## src/rtl/soc_now_gpio_bank.sv

```systemverilog
// Wishbone GPIO bank: direction/output registers, input synchronisers,
// and edge-detect interrupts with write-1-to-clear status.
module soc_now_gpio_bank #(
  parameter int          NUM_PINS    = 32,
  parameter int          SYNC_STAGES = 2,
  parameter logic [31:0] BASE_ADDR   = 32'h3000_0000
) (
  input  logic                clock,
  input  logic                reset,
  input  logic                wbs_stb_i,
  input  logic                wbs_cyc_i,
  input  logic                wbs_we_i,
  input  logic [3:0]          wbs_sel_i,
  input  logic [31:0]         wbs_adr_i,
  input  logic [31:0]         wbs_dat_i,
  output logic                wbs_ack_o,
  output logic [31:0]         wbs_dat_o,
  input  logic [NUM_PINS-1:0] gpio_i,
  output logic [NUM_PINS-1:0] gpio_o,
  output logic [NUM_PINS-1:0] gpio_oeb,
  output logic                irq_o
);

  localparam logic [2:0] A_DIN  = 3'd0;
  localparam logic [2:0] A_DOUT = 3'd1;
  localparam logic [2:0] A_OEN  = 3'd2;
  localparam logic [2:0] A_RISE = 3'd3;
  localparam logic [2:0] A_FALL = 3'd4;
  localparam logic [2:0] A_STAT = 3'd5;
  localparam logic [2:0] A_SET  = 3'd6;
  localparam logic [2:0] A_CLR  = 3'd7;

  logic [NUM_PINS-1:0] r_sync [SYNC_STAGES];
  logic [NUM_PINS-1:0] r_prev;
  logic [NUM_PINS-1:0] r_dout;
  logic [NUM_PINS-1:0] r_oen;
  logic [NUM_PINS-1:0] r_rise;
  logic [NUM_PINS-1:0] r_fall;
  logic [NUM_PINS-1:0] r_stat;
  logic                r_ack;
  logic [31:0]         r_rdata;

  logic                w_hit;
  logic                w_req;
  logic                w_wr;
  logic [2:0]          w_off;
  logic [31:0]         w_bmask;
  logic [NUM_PINS-1:0] w_m;
  logic [NUM_PINS-1:0] w_d;
  logic [NUM_PINS-1:0] w_s;
  logic [NUM_PINS-1:0] w_evt;
  logic [31:0]         w_rd;
  logic                w_unused;

  assign w_hit   = wbs_adr_i[31:5] == BASE_ADDR[31:5];
  assign w_req   = wbs_cyc_i & wbs_stb_i & w_hit & ~r_ack;
  assign w_wr    = w_req & wbs_we_i;
  assign w_off   = wbs_adr_i[4:2];
  assign w_bmask = {{8{wbs_sel_i[3]}}, {8{wbs_sel_i[2]}},
                    {8{wbs_sel_i[1]}}, {8{wbs_sel_i[0]}}};
  assign w_m     = NUM_PINS'(w_bmask);
  assign w_d     = NUM_PINS'(wbs_dat_i & w_bmask);
  assign w_s     = r_sync[SYNC_STAGES-1];
  assign w_evt   = (w_s & ~r_prev & r_rise)
                 | (~w_s & r_prev & r_fall);
  assign w_unused = &{1'b0, wbs_adr_i[1:0]};

  always_comb begin
    w_rd = '0;
    case (w_off)
      A_DIN:   w_rd = 32'(w_s);
      A_DOUT:  w_rd = 32'(r_dout);
      A_OEN:   w_rd = 32'(r_oen);
      A_RISE:  w_rd = 32'(r_rise);
      A_FALL:  w_rd = 32'(r_fall);
      A_STAT:  w_rd = 32'(r_stat);
      default: w_rd = '0;
    endcase
  end

  always_ff @(posedge clock or posedge reset) begin
    if (reset) begin
      for (int i = 0; i < SYNC_STAGES; i++) r_sync[i] <= '0;
    end else begin
      r_sync[0] <= gpio_i;
      for (int i = 1; i < SYNC_STAGES; i++) r_sync[i] <= r_sync[i-1];
    end
  end

  // Edge events are merged into STATUS every cycle; a clear never hides
  // an event arriving on the same edge.
  always_ff @(posedge clock or posedge reset) begin
    if (reset) begin
      r_prev  <= '0;
      r_dout  <= '0;
      r_oen   <= '0;
      r_rise  <= '0;
      r_fall  <= '0;
      r_stat  <= '0;
      r_ack   <= 1'b0;
      r_rdata <= '0;
    end else begin
      r_prev  <= w_s;
      r_ack   <= w_req;
      r_rdata <= (w_req & ~wbs_we_i) ? w_rd : '0;
      r_stat  <= r_stat | w_evt;
      if (w_wr) begin
        case (w_off)
          A_DOUT:  r_dout <= (r_dout & ~w_m) | w_d;
          A_OEN:   r_oen  <= (r_oen  & ~w_m) | w_d;
          A_RISE:  r_rise <= (r_rise & ~w_m) | w_d;
          A_FALL:  r_fall <= (r_fall & ~w_m) | w_d;
          A_STAT:  r_stat <= (r_stat & ~w_d) | w_evt;
          A_SET:   r_dout <= r_dout | w_d;
          A_CLR:   r_dout <= r_dout & ~w_d;
          default: ;
        endcase
      end
    end
  end

  assign wbs_ack_o = r_ack;
  assign wbs_dat_o = r_rdata;
  assign gpio_o    = r_dout;
  assign gpio_oeb  = ~r_oen;
  assign irq_o     = |r_stat;

endmodule

```

## config.mk

```make
export PLATFORM = sky130hd
export DESIGN_NAME = soc_now_gpio_bank
export DESIGN_NICKNAME = d
export VERILOG_FILES = /design/src/rtl/soc_now_gpio_bank.sv
export SDC_FILE = /design/constraint.sdc
export NUM_CORES = 1
export LEC_CHECK = 0
export ABC_AREA = 1
export ABC_CLOCK_PERIOD_IN_PS = 10490
export CORE_ASPECT_RATIO = 1.25
export CORE_MARGIN = 2
export CORE_UTILIZATION = 45
export DETAILED_ROUTE_END_ITERATION = 8
export PLACE_DENSITY = 0.75
export SYNTH_ARGS = -nofsm -noshare
export SYNTH_HDL_FRONTEND = slang
export SYNTH_SLANG_ARGS = --single-unit
```

## constraint.sdc

```tcl
create_clock -name clock -period 10.49 [get_ports clock]
set_clock_uncertainty 0.1 [all_clocks]
set_input_delay 2.098 -clock clock [delete_from_list [all_inputs] [get_ports clock]]
set_output_delay 2.098 -clock clock [all_outputs]
set_load 0.02 [all_outputs]
```

== Yosys cells after proc, flatten, opt, wreduce, memory -nomap -nowiden ==
Index checks and enable logic that the tools add are counted.

* Reduce and logical (&&, ||, !) cells: 7
* Bitwise logic cells: 31
* Equality and inequality tests: 8
* Multiplexer cells: 5

{| class="wikitable"
|+ Operators by type and width
! cell !! count
|-
| $and A32 B32 Y32 || 11
|-
| $or A32 B32 Y32 || 8
|-
| $pmux W32 S6 || 1
|-
| $not A32 Y32 || 5
|-
| $mux W32 || 3
|-
| $pmux W32 S3 || 1
|-
| $reduce_or A32 Y1 || 1
|-
| $eq A27 B25 Y1 const B || 1
|-
| $eq A3 B3 Y1 const B || 4
|-
| $reduce_and A2 Y1 || 4
|-
| $eq A3 B2 Y1 const B || 2
|-
| $and A1 B1 Y1 || 5
|-
| $eq A3 B1 Y1 const B || 1
|-
| $logic_not A3 Y1 || 1
|-
| $reduce_bool A3 Y1 || 1
|-
| $not A1 Y1 || 2
|}

* Bits of input ports: 105
* Output and inout port bits: 98
* Register bits after elaboration: 289
* Logic and storage cells: 61

== Longest topological paths before layout ==
* Depth in word-level cells: 7
* Mapped depth: 10
* Gate-level depth less buffers: 9

== Worst setup path before layout ==
OpenSTA, ideal clock, no wires.

* Path type: input to register
* From: input wbs_adr_i[16]
* To: register with a tool-made name
* Stages: 9
* Library setup time: 0.118 ns
* Data arrival time: 3.098 ns
* Path slack: 7.174 ns
* Buffers on the path: 1
* Required time: 10.272 ns
* Path through: nor2_1 -> nand2_1 -> nor2_1 -> nand2_2 -> nor2_8 -> buf_6 -> nand4_4 -> nand2_1 -> nand2_1

{| class="wikitable"
|+ RTL lines
! what !! RTL line !! RTL
|-
| from (decl) || 14 || <nowiki>input logic [31:0] wbs_adr_i,</nowiki>
|}

== Worst setup path in the final report ==
* From: input wbs_adr_i[4]
* To: register r_dout[2] (netlist: gpio_o[2])

* Cells in the longest elaborated chain, start to end: 3
* Elaborated cells on any way between the ends: 6
* Those cells by class: eq/ne (3); mux (1); reduce/logical (2)

{| class="wikitable"
|+ RTL lines
! what !! RTL line !! RTL
|-
| $eq A3 B3 Y1 / $eq A3 B1 Y1 (equally long branches) || 108 || <nowiki>case (w_off)</nowiki>
|-
| $reduce_bool A3 Y1 (no source line) || -- ||
|-
| $reduce_and A2 Y1 (no source line) || -- ||
|-
| to (signal assigned) || 109 || <nowiki>A_DOUT: r_dout <= (r_dout & ~w_m) | w_d;</nowiki>
|-
| to (signal assigned) || 114 || <nowiki>A_SET: r_dout <= r_dout | w_d;</nowiki>
|-
| to (signal assigned) || 115 || <nowiki>A_CLR: r_dout <= r_dout & ~w_d;</nowiki>
|-
| to (decl) || 35 || <nowiki>logic [NUM_PINS-1:0] r_dout;</nowiki>
|}

Several ways; a longest one is shown, not always the timed one.
A chain may end at the register's enable or synchronous reset.

==> summary.md <==
| Metric | Value |
|---|---|
| First-pass GRT wire length | 60.8 mm |
| Worst R2R Path Depth | 8 |
| Avg WL per Cell | 18.6 um |
| Filler cells | 2497 |
| Finished Layout Cells | 2062 |
| Synthesized flop and latch total | 289 |
| Clock power share | 0.455 |
| Area growth, synth to finish | 24.8% |
| Root Driver | clkbuf_16 |
| # nets final | 1790 |
| Setup repair after global routing missed its margin | no |
| Synth unique cells | 29 |
| Via-to-Cell Ratio | 5.50 |
| Worst EP required | 10.88 ns |
| Commonest non-fill, non-tap cells in the layout | nand2_1 (412), dfrtp_1 (289), inv_1 (213) |
| Port-buffer cells | 200 |
| Avg Cell Area, Syn | 8.56 sq um |
| Total CTS buffers | 29 |
| Hold depth | 0 |
| Vias in the first global route | 11500 |
| FF/Latch Area | 7230 sq um |
| TritonCTS clock tree | done |
| Int Pwr | 1.83 mW |
| Residual DRC | 0 |
| Net Switching | 0.543 mW |
| Mapped Area | 12900 sq um |
| Total power divided by cell area | 147 nW/um^2 |
| Post-CTS Repair Setup Buffers | 0 |
| Worst Path Max Fanout | 33 |
| Final wirelength | 38.3 mm |
| Pre-antenna DRT Iters | 5 |
| Row count | 69 |
| WS Path Type | in2reg |
| Final worst-path cycle share | 0.515 |
| Cts repair resizes | 0 |
| Comb pwr share | 0.064 |
| Peak Freq | 185 MHz |
| Die height | 193 um |
| First DRT Iteration DRCs | 1003 |
| Most used cell, CP | nand2_1 |
| Placed Instances | 2009 |
| Setup-failing EPs final | 0 |
| Status | finished clean |
| Clock Tree Buf Depth | 3 |
| Leakage | 7.66 nW |
| Gr ovfl total | 0 |
| Later-pin clock latency in the skew report | 0.55 ns |
| Tightest Pin Transition | 1.17 ns |
| Crit path capture type | flop |
| Share of total power in sequential cells | 0.482 |
| Clock sink count | 289 |
| Starting Density | 0.456 |
| Worst path cell trace | clkdlybuf4s50_1 -> inv_2 -> nand3_2 -> nand2_1 -> buf_4 -> nand2_1 -> inv_2 -> nand3_1 -> nand2_1 |
| Ant diodes | 0 |
| Max VDD drop | 125 uV |
| YS warnings | 0 |
| CTS Hold Buffers Added | 0 |
| Critical Path AT | 5.80 ns |
| Die area | 30100 sq um |
| Via Count | 11340 |
| I/O Pins | 203 |
| Post-Syn Instances | 1510 |
| Final min period | 5.40 ns |
| Slew Limit Fails | 0 |
| Largest net degree at the start of global routing | 177 |
| CP startpoint kind | primary input |
| Area occupied by multi-input gates | 4530 sq um |
| Sequential-to-total area share from yosys stat | 0.560 |
| Fin. Hold Viols | 0 |
| GPL Wtd Cong | 0.796 |
| CP peak stage delay | 0.92 ns |
| Core Area | 28300 sq um |
| Commonest non-fill, non-tap cell in the layout | nand2_1 |
| Clock slew at reported path FFs | 0.06 ns |
| Antenna Nets Post-Route | 0 |
| Sw Ratio | 0.229 |
| Hold Path Class | reg2reg |
| Die width | 156 um |
| Critical Path Slowest Stage Cell | nand2_1 |
| Total Routing Usage GR | 0.254 |
| Initial antenna violation count | 0 |
| Detailed Place HPWL | 23.6 mm |
| Synthesized net count | 1615 |
| Final TNS setup | 0 ns |
| Worst slew margin | 0.218 |
| Layout cell share with drive strength beyond 1 | 0.0521 |
| H-Tree Depth | 1 |
| Max cap viols | 0 |
==> cells in the mapped netlist <==
cell | instances | area, sq um
nor2_1 | 93 | 349
a31oi_1 | 1 | 6.26
nand4_1 | 40 | 250
nand2_2 | 4 | 25.0
nand4_4 | 7 | 149
nand2_1 | 413 | 1550
and2_1 | 1 | 6.26
nand3_2 | 4 | 40.0
nor3_1 | 34 | 170
nand4_2 | 2 | 25.0
o21bai_1 | 31 | 233
buf_6 | 1 | 11.3
nor2_2 | 1 | 6.26
nor4_1 | 3 | 18.8
inv_2 | 5 | 18.8
nor2_4 | 3 | 33.8
dfrtp_1 | 289 | 7230
o21ai_1 | 14 | 70.1
buf_2 | 25 | 125
clkbuf_1 | 23 | 86.3
nor3_4 | 1 | 16.3
nand3_1 | 167 | 836
buf_4 | 12 | 90.1
o31ai_1 | 31 | 233
o22ai_1 | 62 | 388
nor2_8 | 1 | 20.0
inv_1 | 214 | 803
o21ai_0 | 21 | 105
buf_1 | 7 | 26.3
==> through the flow <==
stage	util	worst slack (ns)	area (sq um)	hold slack, ns	power [mW]
6_report	0.570	5.09	16100	0.241	2.37
5_1_grt	0.570	4.94	16100	0.249	2.45
4_1_cts	0.570	5.23	16100	0.244	2.39
3_5_place_dp	0.535	4.64	15100	0.235	1.31
3_3_place_gp	0.535	4.69	15100	0.233	1.31
2_1_floorplan	-	0.315	12900	0.231	1.24
==> power groups by stage <==
stage	registers [mW]	logic, mW	clock network [mW]
after floorplan	1.16	0.0754	0
after global placement	1.16	0.148	0
after detailed placement	1.16	0.150	0
after CTS	1.14	0.151	1.10
after global routing	1.14	0.166	1.14
final	1.14	0.151	1.08
==> layout make-up <==
cell class / instances / area share
sequential: 289 / 0.448
multi-input combinational: 934 / 0.281
timing repair buffer: 212 / 0.130
clock buffer: 45 / 0.0543
inverter: 219 / 0.0514
tap: 355 / 0.0275
clock inverter: 8 / 0.00737
==> worst max-delay path: cells and delay by family <==
kind                   cells  cell delay [ns]
buffers and inverters      4             1.56
AND/OR/NAND/NOR            5             2.12
==> worst paths after layout <==
path	startpoint	end	slack, ns
worst max-delay path	wbs_adr_i[4]	gpio_o[2]$_DFFE_PP0P_	5.09
worst min-delay path	r_sync[61]$_DFF_PP0_	w_s[29]$_DFF_PP0_	0.24
worst max register to register	wbs_ack_o$_DFF_PP0_	wbs_dat_o[12]$_DFF_PP0_	7.57
worst min register to register	r_sync[61]$_DFF_PP0_	w_s[29]$_DFF_PP0_	0.24
max in group asynchronous	reset	wbs_dat_o[28]$_DFF_PP0_	6.90
min in group asynchronous	reset	wbs_dat_o[12]$_DFF_PP0_	2.00
==> cells by family (layout without fill, tap and decap cells) <==
family / Yosys count / count (layout) / synth area share
AO/OA/AOI/OAI: 160 / 160 / 0.0801
buffers and inverters: 287 / 484 / 0.0898
flip-flops: 289 / 289 / 0.560
AND/OR/NAND/NOR: 774 / 774 / 0.271
==> per-layer routing <==
layer | vias to the layer above | GRT usage | share of wire
met5 | - | 0 | 0
met4 | 0 | 0.102 | 0.035
li1 | 5228 | - | -
met3 | 91 | 0.0394 | 0.075
met2 | 528 | 0.428 | 0.49
met1 | 5493 | 0.329 | 0.40
No activity file was read; power rests on OpenSTA's default activity.
